`src/rtl/line_window_ctrl.sv`:
```
// Sequencer for the 4-row line-buffer chain of a 5x5 window: streams pixels,
// appends 2*IMG_W+2 zero shifts, and reports the centre of each completed window.
module line_window_ctrl #(
  parameter int IMG_W = 17,
  parameter int IMG_H = 17,
  parameter int CW    = 10,
  parameter int RW    = 10
) (
  input  logic          clk,
  input  logic          rst,
  input  logic          start_i,
  input  logic          valid_i,
  output logic          ready_o,
  output logic          shift_en_o,
  output logic          flush_o,
  output logic          win_valid_o,
  output logic [RW-1:0] row_o,
  output logic [CW-1:0] col_o,
  output logic          busy_o,
  output logic          done_o,
  output logic          err_o
);

  localparam int NPIX = IMG_W * IMG_H;
  localparam int LEAD = 2 * IMG_W + 2;
  localparam int IW   = $clog2(NPIX + 1);
  localparam int SW   = $clog2(NPIX + LEAD + 1);
  localparam int FW   = $clog2(LEAD + 1);

  localparam logic [IW-1:0] IN_LAST  = IW'(NPIX - 1);
  localparam logic [SW-1:0] SH_LEAD  = SW'(LEAD);
  localparam logic [FW-1:0] FL_LAST  = FW'(LEAD - 1);
  localparam logic [CW-1:0] COL_LAST = CW'(IMG_W - 1);

  typedef enum logic [1:0] {S_IDLE, S_STREAM, S_FLUSH, S_DONE} state_t;

  state_t        r_state;
  state_t        w_state_next;
  logic [IW-1:0] r_in_cnt;
  logic [SW-1:0] r_sh_cnt;
  logic [FW-1:0] r_fl_cnt;
  logic [RW-1:0] r_nrow;
  logic [CW-1:0] r_ncol;
  logic          w_last_px;
  logic          w_win_shift;

  always_ff @(posedge clk) begin
    if (rst) r_state <= S_IDLE;
    else     r_state <= w_state_next;
  end

  assign w_last_px = (r_state == S_STREAM) && valid_i && (r_in_cnt == IN_LAST);

  always_comb begin
    w_state_next = r_state;
    case (r_state)
      S_IDLE:   if (start_i) w_state_next = S_STREAM;
      S_STREAM: if (w_last_px) w_state_next = S_FLUSH;
      S_FLUSH:  if (r_fl_cnt == FL_LAST) w_state_next = S_DONE;
      S_DONE:   w_state_next = S_IDLE;
      default:  w_state_next = S_IDLE;
    endcase
  end

  always_comb begin
    ready_o    = 1'b0;
    shift_en_o = 1'b0;
    flush_o    = 1'b0;
    case (r_state)
      S_STREAM: begin
        ready_o    = 1'b1;
        shift_en_o = valid_i;
      end
      S_FLUSH: begin
        shift_en_o = 1'b1;
        flush_o    = 1'b1;
      end
      default: ;
    endcase
  end

  // The first LEAD shifts only prime the chain; every later shift completes a window.
  assign w_win_shift = shift_en_o && (r_sh_cnt >= SH_LEAD);

  always_ff @(posedge clk) begin
    if (rst) begin
      r_in_cnt    <= '0;
      r_sh_cnt    <= '0;
      r_fl_cnt    <= '0;
      r_nrow      <= '0;
      r_ncol      <= '0;
      row_o       <= '0;
      col_o       <= '0;
      win_valid_o <= 1'b0;
      busy_o      <= 1'b0;
      done_o      <= 1'b0;
      err_o       <= 1'b0;
    end else begin
      busy_o      <= (w_state_next != S_IDLE);
      done_o      <= (r_state == S_DONE);
      err_o       <= err_o | (start_i && (r_state != S_IDLE));
      win_valid_o <= w_win_shift;

      if (r_state == S_IDLE && start_i) begin
        r_in_cnt <= '0;
        r_sh_cnt <= '0;
        r_nrow   <= '0;
        r_ncol   <= '0;
        row_o    <= '0;
        col_o    <= '0;
      end

      if (ready_o && valid_i) r_in_cnt <= r_in_cnt + IW'(1);
      if (shift_en_o)         r_sh_cnt <= r_sh_cnt + SW'(1);

      if (w_last_px)                 r_fl_cnt <= '0;
      else if (r_state == S_FLUSH)   r_fl_cnt <= r_fl_cnt + FW'(1);

      // r_nrow/r_ncol hold the centre of the next window to be completed.
      if (w_win_shift) begin
        row_o <= r_nrow;
        col_o <= r_ncol;
        if (r_ncol == COL_LAST) begin
          r_ncol <= '0;
          r_nrow <= r_nrow + RW'(1);
        end else begin
          r_ncol <= r_ncol + CW'(1);
        end
      end
    end
  end

endmodule

```
`config.mk`:
```
export PLATFORM = sky130hd
export DESIGN_NAME = line_window_ctrl
export DESIGN_NICKNAME = d
export VERILOG_FILES = /design/src/rtl/line_window_ctrl.sv
export SDC_FILE = /design/constraint.sdc
export NUM_CORES = 1
export LEC_CHECK = 0
export BUFFER_PORTS_ARGS = -buffer_cell sky130_fd_sc_hd__buf_2
export CELL_PAD_IN_SITES_DETAIL_PLACEMENT = 2
export CELL_PAD_IN_SITES_GLOBAL_PLACEMENT = 2
export CORE_MARGIN = 4
export CORE_UTILIZATION = 30
export DETAILED_ROUTE_END_ITERATION = 12
export GPL_TIMING_DRIVEN = 0
export HOLD_SLACK_MARGIN = 0.06
export PLACE_DENSITY_LB_ADDON = 0.3
export SYNTH_ARGS = -nofsm -noshare
export SYNTH_HDL_FRONTEND = slang
export SYNTH_SLANG_ARGS = --single-unit
export TNS_END_PERCENT = 10
```
`constraint.sdc`:
```
create_clock -name clk -period 2.4 [get_ports clk]
set_input_delay 0 -clock clk [delete_from_list [all_inputs] [get_ports clk]]
set_output_delay 0 -clock clk [all_outputs]
set_load 0.05 [all_outputs]
```
=== Yosys cells after proc, flatten, opt, wreduce, memory -nomap -nowiden ===
Cells that the tools add are included.

* Register bits: 70
* Input bits: 4
* Output and inout port bits: 27
* Logic and storage cells: 56

* Add/subtract/negate cells: 5
* Magnitude comparators: 1
* Eq/ne operators: 6
* Multiplexer cells: 18
* Bitwise operators: 1
* Reduce and logical (&&, ||, !) cells: 13

{| class="wikitable"
|+ Operators with widths
! kind !! number
|-
| 10-bit 2-to-1 mux || 8
|-
| 9-bit 2-to-1 mux || 3
|-
| 10-bit by 1-bit adder with 10-bit output, second input constant || 2
|-
| 9-bit by 1-bit adder with 9-bit output, second input constant || 2
|-
| 10-bit by 5-bit == test with 1-bit output, second input constant || 1
|-
| 2-bit nonzero test || 5
|-
| 9-bit == test, second input constant || 1
|-
| 9-bit by 6-bit >= comparator with 1-bit output, second input constant || 1
|-
| 2-bit case mux with 4 select lines || 1
|-
| 6-bit by 1-bit adder with 6-bit output, second input constant || 1
|-
| 6-bit == test, second input constant || 1
|-
| 1-bit logical AND || 6
|-
| 2-bit 2-to-1 mux || 3
|-
| 2-bit == test, second input constant || 2
|-
| 2-bit by 1-bit == test with 1-bit output, second input constant || 1
|-
| 2-bit zero test || 1
|-
| 1-bit 2-to-1 mux || 2
|-
| 1-bit case mux with 2 select lines || 1
|-
| 2-bit OR reduction || 1
|-
| 1-bit bitwise OR || 1
|}

=== Depth between registers and ports, before layout ===
* Depth after elaboration: 6
* Mapped depth: 9
* Gate-level depth less buffers: 7

=== Least setup slack after synthesis ===
No wires, ideal clock.

* Path kind: flip-flop to flip-flop
* Start: register r_state[0]
* End: register r_sh_cnt[8]
* Library setup time: 0.091 ns
* Arrival time: 2.206 ns
* Required time: 2.309 ns
* Path slack: 0.103 ns
* Cell stages (with the launch flop): 9
* Path buffers: 1
* Period minus slack after synthesis: 2.297 ns
* Cells stage by stage: dfxtp_1 -> inv_1 -> ha_1 -> buf_2 -> a21o_1 -> nand2_1 -> inv_1 -> o21ai_0 -> a311oi_1

* Word-level cells in the longest chain between the ends: 3
* Elaborated cells on any way between the ends: 7
* Those cells by class: eq/ne (2); mux (2); reduce/logical (3)

{| class="wikitable"
|+ RTL lines
! element !! RTL line !! source
|-
| start: declaration || 37 || <nowiki>state_t r_state;</nowiki>
|-
| start signal: assignment || 49 || <nowiki>else r_state <= w_state_next;</nowiki>
|-
| 2-bit == test or 2-bit by 1-bit == test with 1-bit output (tied branches) || 69 || <nowiki>case (r_state)</nowiki>
|-
| 1-bit case mux with 2 select lines (*) || 69 ||
|-
| via shift_en_o || 14 || <nowiki>output logic shift_en_o,</nowiki>
|-
| 9-bit 2-to-1 mux or 2-bit nonzero test (tied branches) || -- ||
|-
| end signal: assignment || 114 || <nowiki>if (shift_en_o) r_sh_cnt <= r_sh_cnt + SW'(1);</nowiki>
|-
| end: declaration || 40 || <nowiki>logic [SW-1:0] r_sh_cnt;</nowiki>
|}

The timed path passes the listed nets; every way through them passes the cells marked *.
A chain may end at the register's enable or synchronous reset.

=== Worst setup path in the final report ===
* Start: register r_state[0]
* End: register r_nrow[1]

* Word-level cells in the longest chain between the ends: 5
* Elaborated cells on any way between the ends: 9
* Those cells by class: eq/ne (2); mux (4); reduce/logical (3)

{| class="wikitable"
|+ RTL lines
! element !! RTL line !! source
|-
| 2-bit zero test || 104 || <nowiki>if (r_state == S_IDLE && start_i) begin</nowiki>
|-
| 1-bit logical AND || 104 ||
|-
| 10-bit 2-to-1 mux || 104 ||
|-
| 10-bit 2-to-1 mux || 123 || <nowiki>if (r_ncol == COL_LAST) begin</nowiki>
|-
| 10-bit 2-to-1 mux (*) || 120 || <nowiki>if (w_win_shift) begin</nowiki>
|-
| end signal: assignment || 125 || <nowiki>r_nrow <= r_nrow + RW'(1);</nowiki>
|-
| end: declaration || 42 || <nowiki>logic [RW-1:0] r_nrow;</nowiki>
|}

Every way passes the cells marked *; elsewhere a longest branch is shown, timed or not.

==> flow_summary_export.csv <==
group,metric,value,unit
cts,cts_setup_buffers,0,
placed_design,portBuffers,30,
yosys,yosysTopAreaCell,"dfxtp_1",
yosys,syn_nets,386,
grt,grt_pass1_wl,16150,um
grt,grt_pass1_vias,3152,
run,maxCapViolCount,0,
pwr,p_comb_frac,0.073,
placed_design,place_hpwl,7061,um
timing,post-route-period-util,0.9350,
pwr,powerDensity,612.2,nW/um2
yosys,ys_seq_area_frac,0.4206,
pwr,p_leak,0.001446,uW
setup_path,required,2670,ps
cells_and_area,final_cell_mix,"dfxtp_1, buf_2, nand3_1",
cts,cts_root_buf,"clkbuf_8",
yosys,synth_seq_cells,70,
run_status,status,"completed",
yosys,synth_top_area_frac,0.4206,
timing,fin_crit,2244,ps
route,wl_per_cell,17.77,um
cts,insertion_delay,350,ps
yosys,synth_edf_count,0,
grt,grt-ovfl-total,0,
pwr,power_frac_seq,0.489,
setup_path,startpoint_type,"register",
route,drt_wl_total,9899,um
cts,htree_levels,3,
setup_path,cp.arrival,2510,ps
cells_and_area,diodes,0,
cells_and_area,area_delta_synth_final,17.54,%
grt,antenna_found_initial,0,
setup_path,r2r_start,"r_state[0]",
cells_and_area,fin_nets,428,
route,ant_nets,0,
pwr,p_sw,618.1,uW
setup_path,path_class,"reg -> reg",
timing,worst_pin_slew,676.3,ps
route,drc,0,
timing,drv_slew,0,
pwr,p_int,1779,uW
timing,setup_violations,0,
pwr,pwr-share-clk,0.438,
timing,finClkSkew,8.413,ps
yosys,ys_types,53,
floorplan,num_rows,38,
route,num_vias,3066,
floorplan,initial_utilization,0.3074,
yosys,netlist_area,3332,um2
setup_path,cp-startpoint,"r_state[0]",
timing,fin_setup_tns,0,ps
floorplan,ioPinCount,31,
cells_and_area,mostFrequentLayoutCell,"dfxtp_1",
floorplan,core_area,10840,um2
cts,cts.clk_slew.worst_paths,80,ps
grt,grt_max_degree,13,
timing,slew_headroom,0.5491,
timing,hold_viol,0,
yosys,async_flop_share,0,
cts,cts_tree,"yes",
hold_path,hold_path_class,"in -> reg",
placed_design,place_congestion,0.7283,
grt,track_usage,0.1574,
floorplan,die-area,12860,um2
route,drtPass1Iterations,4,
cells_and_area,fillers,1235,
yosys,syn_inst,370,
timing,max_freq,445.6,MHz
cells_and_area,drive_above_1_share,0.1559,
route,vias_per_cell,5.504,
yosys,yosys_warnings,0,
yosys,synth_area_leaders,"dfxtp_1, a22o_1, ha_1",
cts,cts_sinks,70,
floorplan,chipHeight,113.4,um
timing,hold_ws,136.9,ps
hold_path,hp-start,"rst",
route,first_iter_violations,126,
yosys,synth.avg_cell_area,9.005,um2
cts,numCtsBuffers,9,
pwr,peakVddDrop,377.1,uV
yosys,synth_ff_type,"dfxtp_1",
cts,cts.path.max_buffers,2,
pwr,swShare,0.2578,
setup_path,endpoint_kind,"register",
floorplan,die_x,113.4,um
setup_path,critPathMaxFanout,10,
-- synthesized netlist by cell type, types with 5 or more instances --
library cell,number
clkbuf_1,11
a22o_1,19
nand4_1,11
inv_1,14
or3_1,6
nand2_1,24
o211ai_1,14
xor2_1,6
a311oi_1,5
and3_1,7
nand3_1,27
and4_1,5
ha_1,12
a31oi_1,8
dfxtp_1,70
nor3_1,7
nand3b_1,5
nor2_1,24
o21ai_0,13
a21oi_1,24
-- kinds of logic (layout without fill, tap and decap cells) --
| kind of cell | Yosys count | after routing | synth area share |
|---|---|---|---|
| AO/OA/AOI/OAI | 105 | 105 | 0.2328 |
| buffers and inverters | 36 | 83 | 0.04994 |
| XOR/XNOR | 9 | 9 | 0.02366 |
| adder cells (fa/ha/maj) | 12 | 12 | 0.04506 |
| AND/OR/NAND/NOR | 137 | 137 | 0.2249 |
| multiplexers | 1 | 1 | 0.003004 |
| flip-flops | 70 | 70 | 0.4206 |
-- state kept, by name (all words and copies together) (netlist names), 2 cells and up --
name,flops
r_in_cnt,9
row_o,10
r_ncol,10
col_o,10
r_state,2
r_fl_cnt,6
r_nrow,10
r_sh_cnt,9
-- worst max-delay path: stages, from the launching register on --
cell and delay [ps]:
dfxtp_1 410, inv_1 90, ha_1 210, buf_2 200, a21oi_4 330, a211o_1 170
buf_6 150, buf_2 250, o211ai_1 150, a21oi_1 190
-- final timing paths --
check / to / slack [ps] / depth (start not counted)
worst min-delay path: r_nrow[5] / 140 / 3
worst max register to register: r_nrow[1] / 160 / 9
worst min register to register: row_o[4] / 470 / 1
worst max-delay path: r_nrow[1] / 160 / 9
-- layer usage --
layer,global-route usage,up-vias,wire length [um]
met3,0.03660,12,296
met5,0,-,0
met1,0.1937,1537,4666
met4,0.04728,0,135
li1,-,1478,-
met2,0.2737,39,4801
-- layout make-up --
type,count,area (um2),area share
Buffer,21,111.4,0.02843
Clock buffer,12,165.2,0.04217
Clock inverter,4,52.55,0.01342
Inverter,15,56.30,0.01438
Multi-Input combinational cell,264,1794,0.4581
Sequential cell,70,1401,0.3578
Tap cell,140,175.2,0.04473
Timing Repair Buffer,31,160.2,0.04089
-- power groups by stage --
stage | Combinational [uW] | Clock, uW | Sequential, uW
after floorplan | 101 | 0 | 1210
after global placement | 166 | 0 | 1200
after detailed placement | 169 | 0 | 1200
after CTS | 173 | 1090 | 1170
after global routing | 193 | 1140 | 1170
final | 175 | 1050 | 1170
-- timing repair --
| item | CTS | global route |
|---|---|---|
| gates cloned | 0 | 0 |
| endpoints found under the setup margin | 20 | 27 |
| gates resized for setup | 1 | 6 |
| hold buffers | 1 | 0 |
| endpoints found under the hold margin | 1 | 0 |
| pin swaps | 0 | 1 |
-- stage by stage --
| step | instance area (um2) | worst slack, ps | total power, uW | instances | util |
|---|---|---|---|---|---|
| after CTS | 3892 | 59.71 | 2435 | 557 | 0.3591 |
| final | 3916 | 156.0 | 2398 | 557 | 0.3613 |
| after detailed placement | 3657 | -16.32 | 1370 | 540 | 0.3374 |
| after floorplan | 3332 | 102.8 | 1313 | 370 | - |
| after global placement | 3657 | -27.87 | 1367 | 540 | 0.3374 |
| after global routing | 3916 | -5.601 | 2511 | 557 | 0.3613 |
Power figures use the tool's default switching activity.
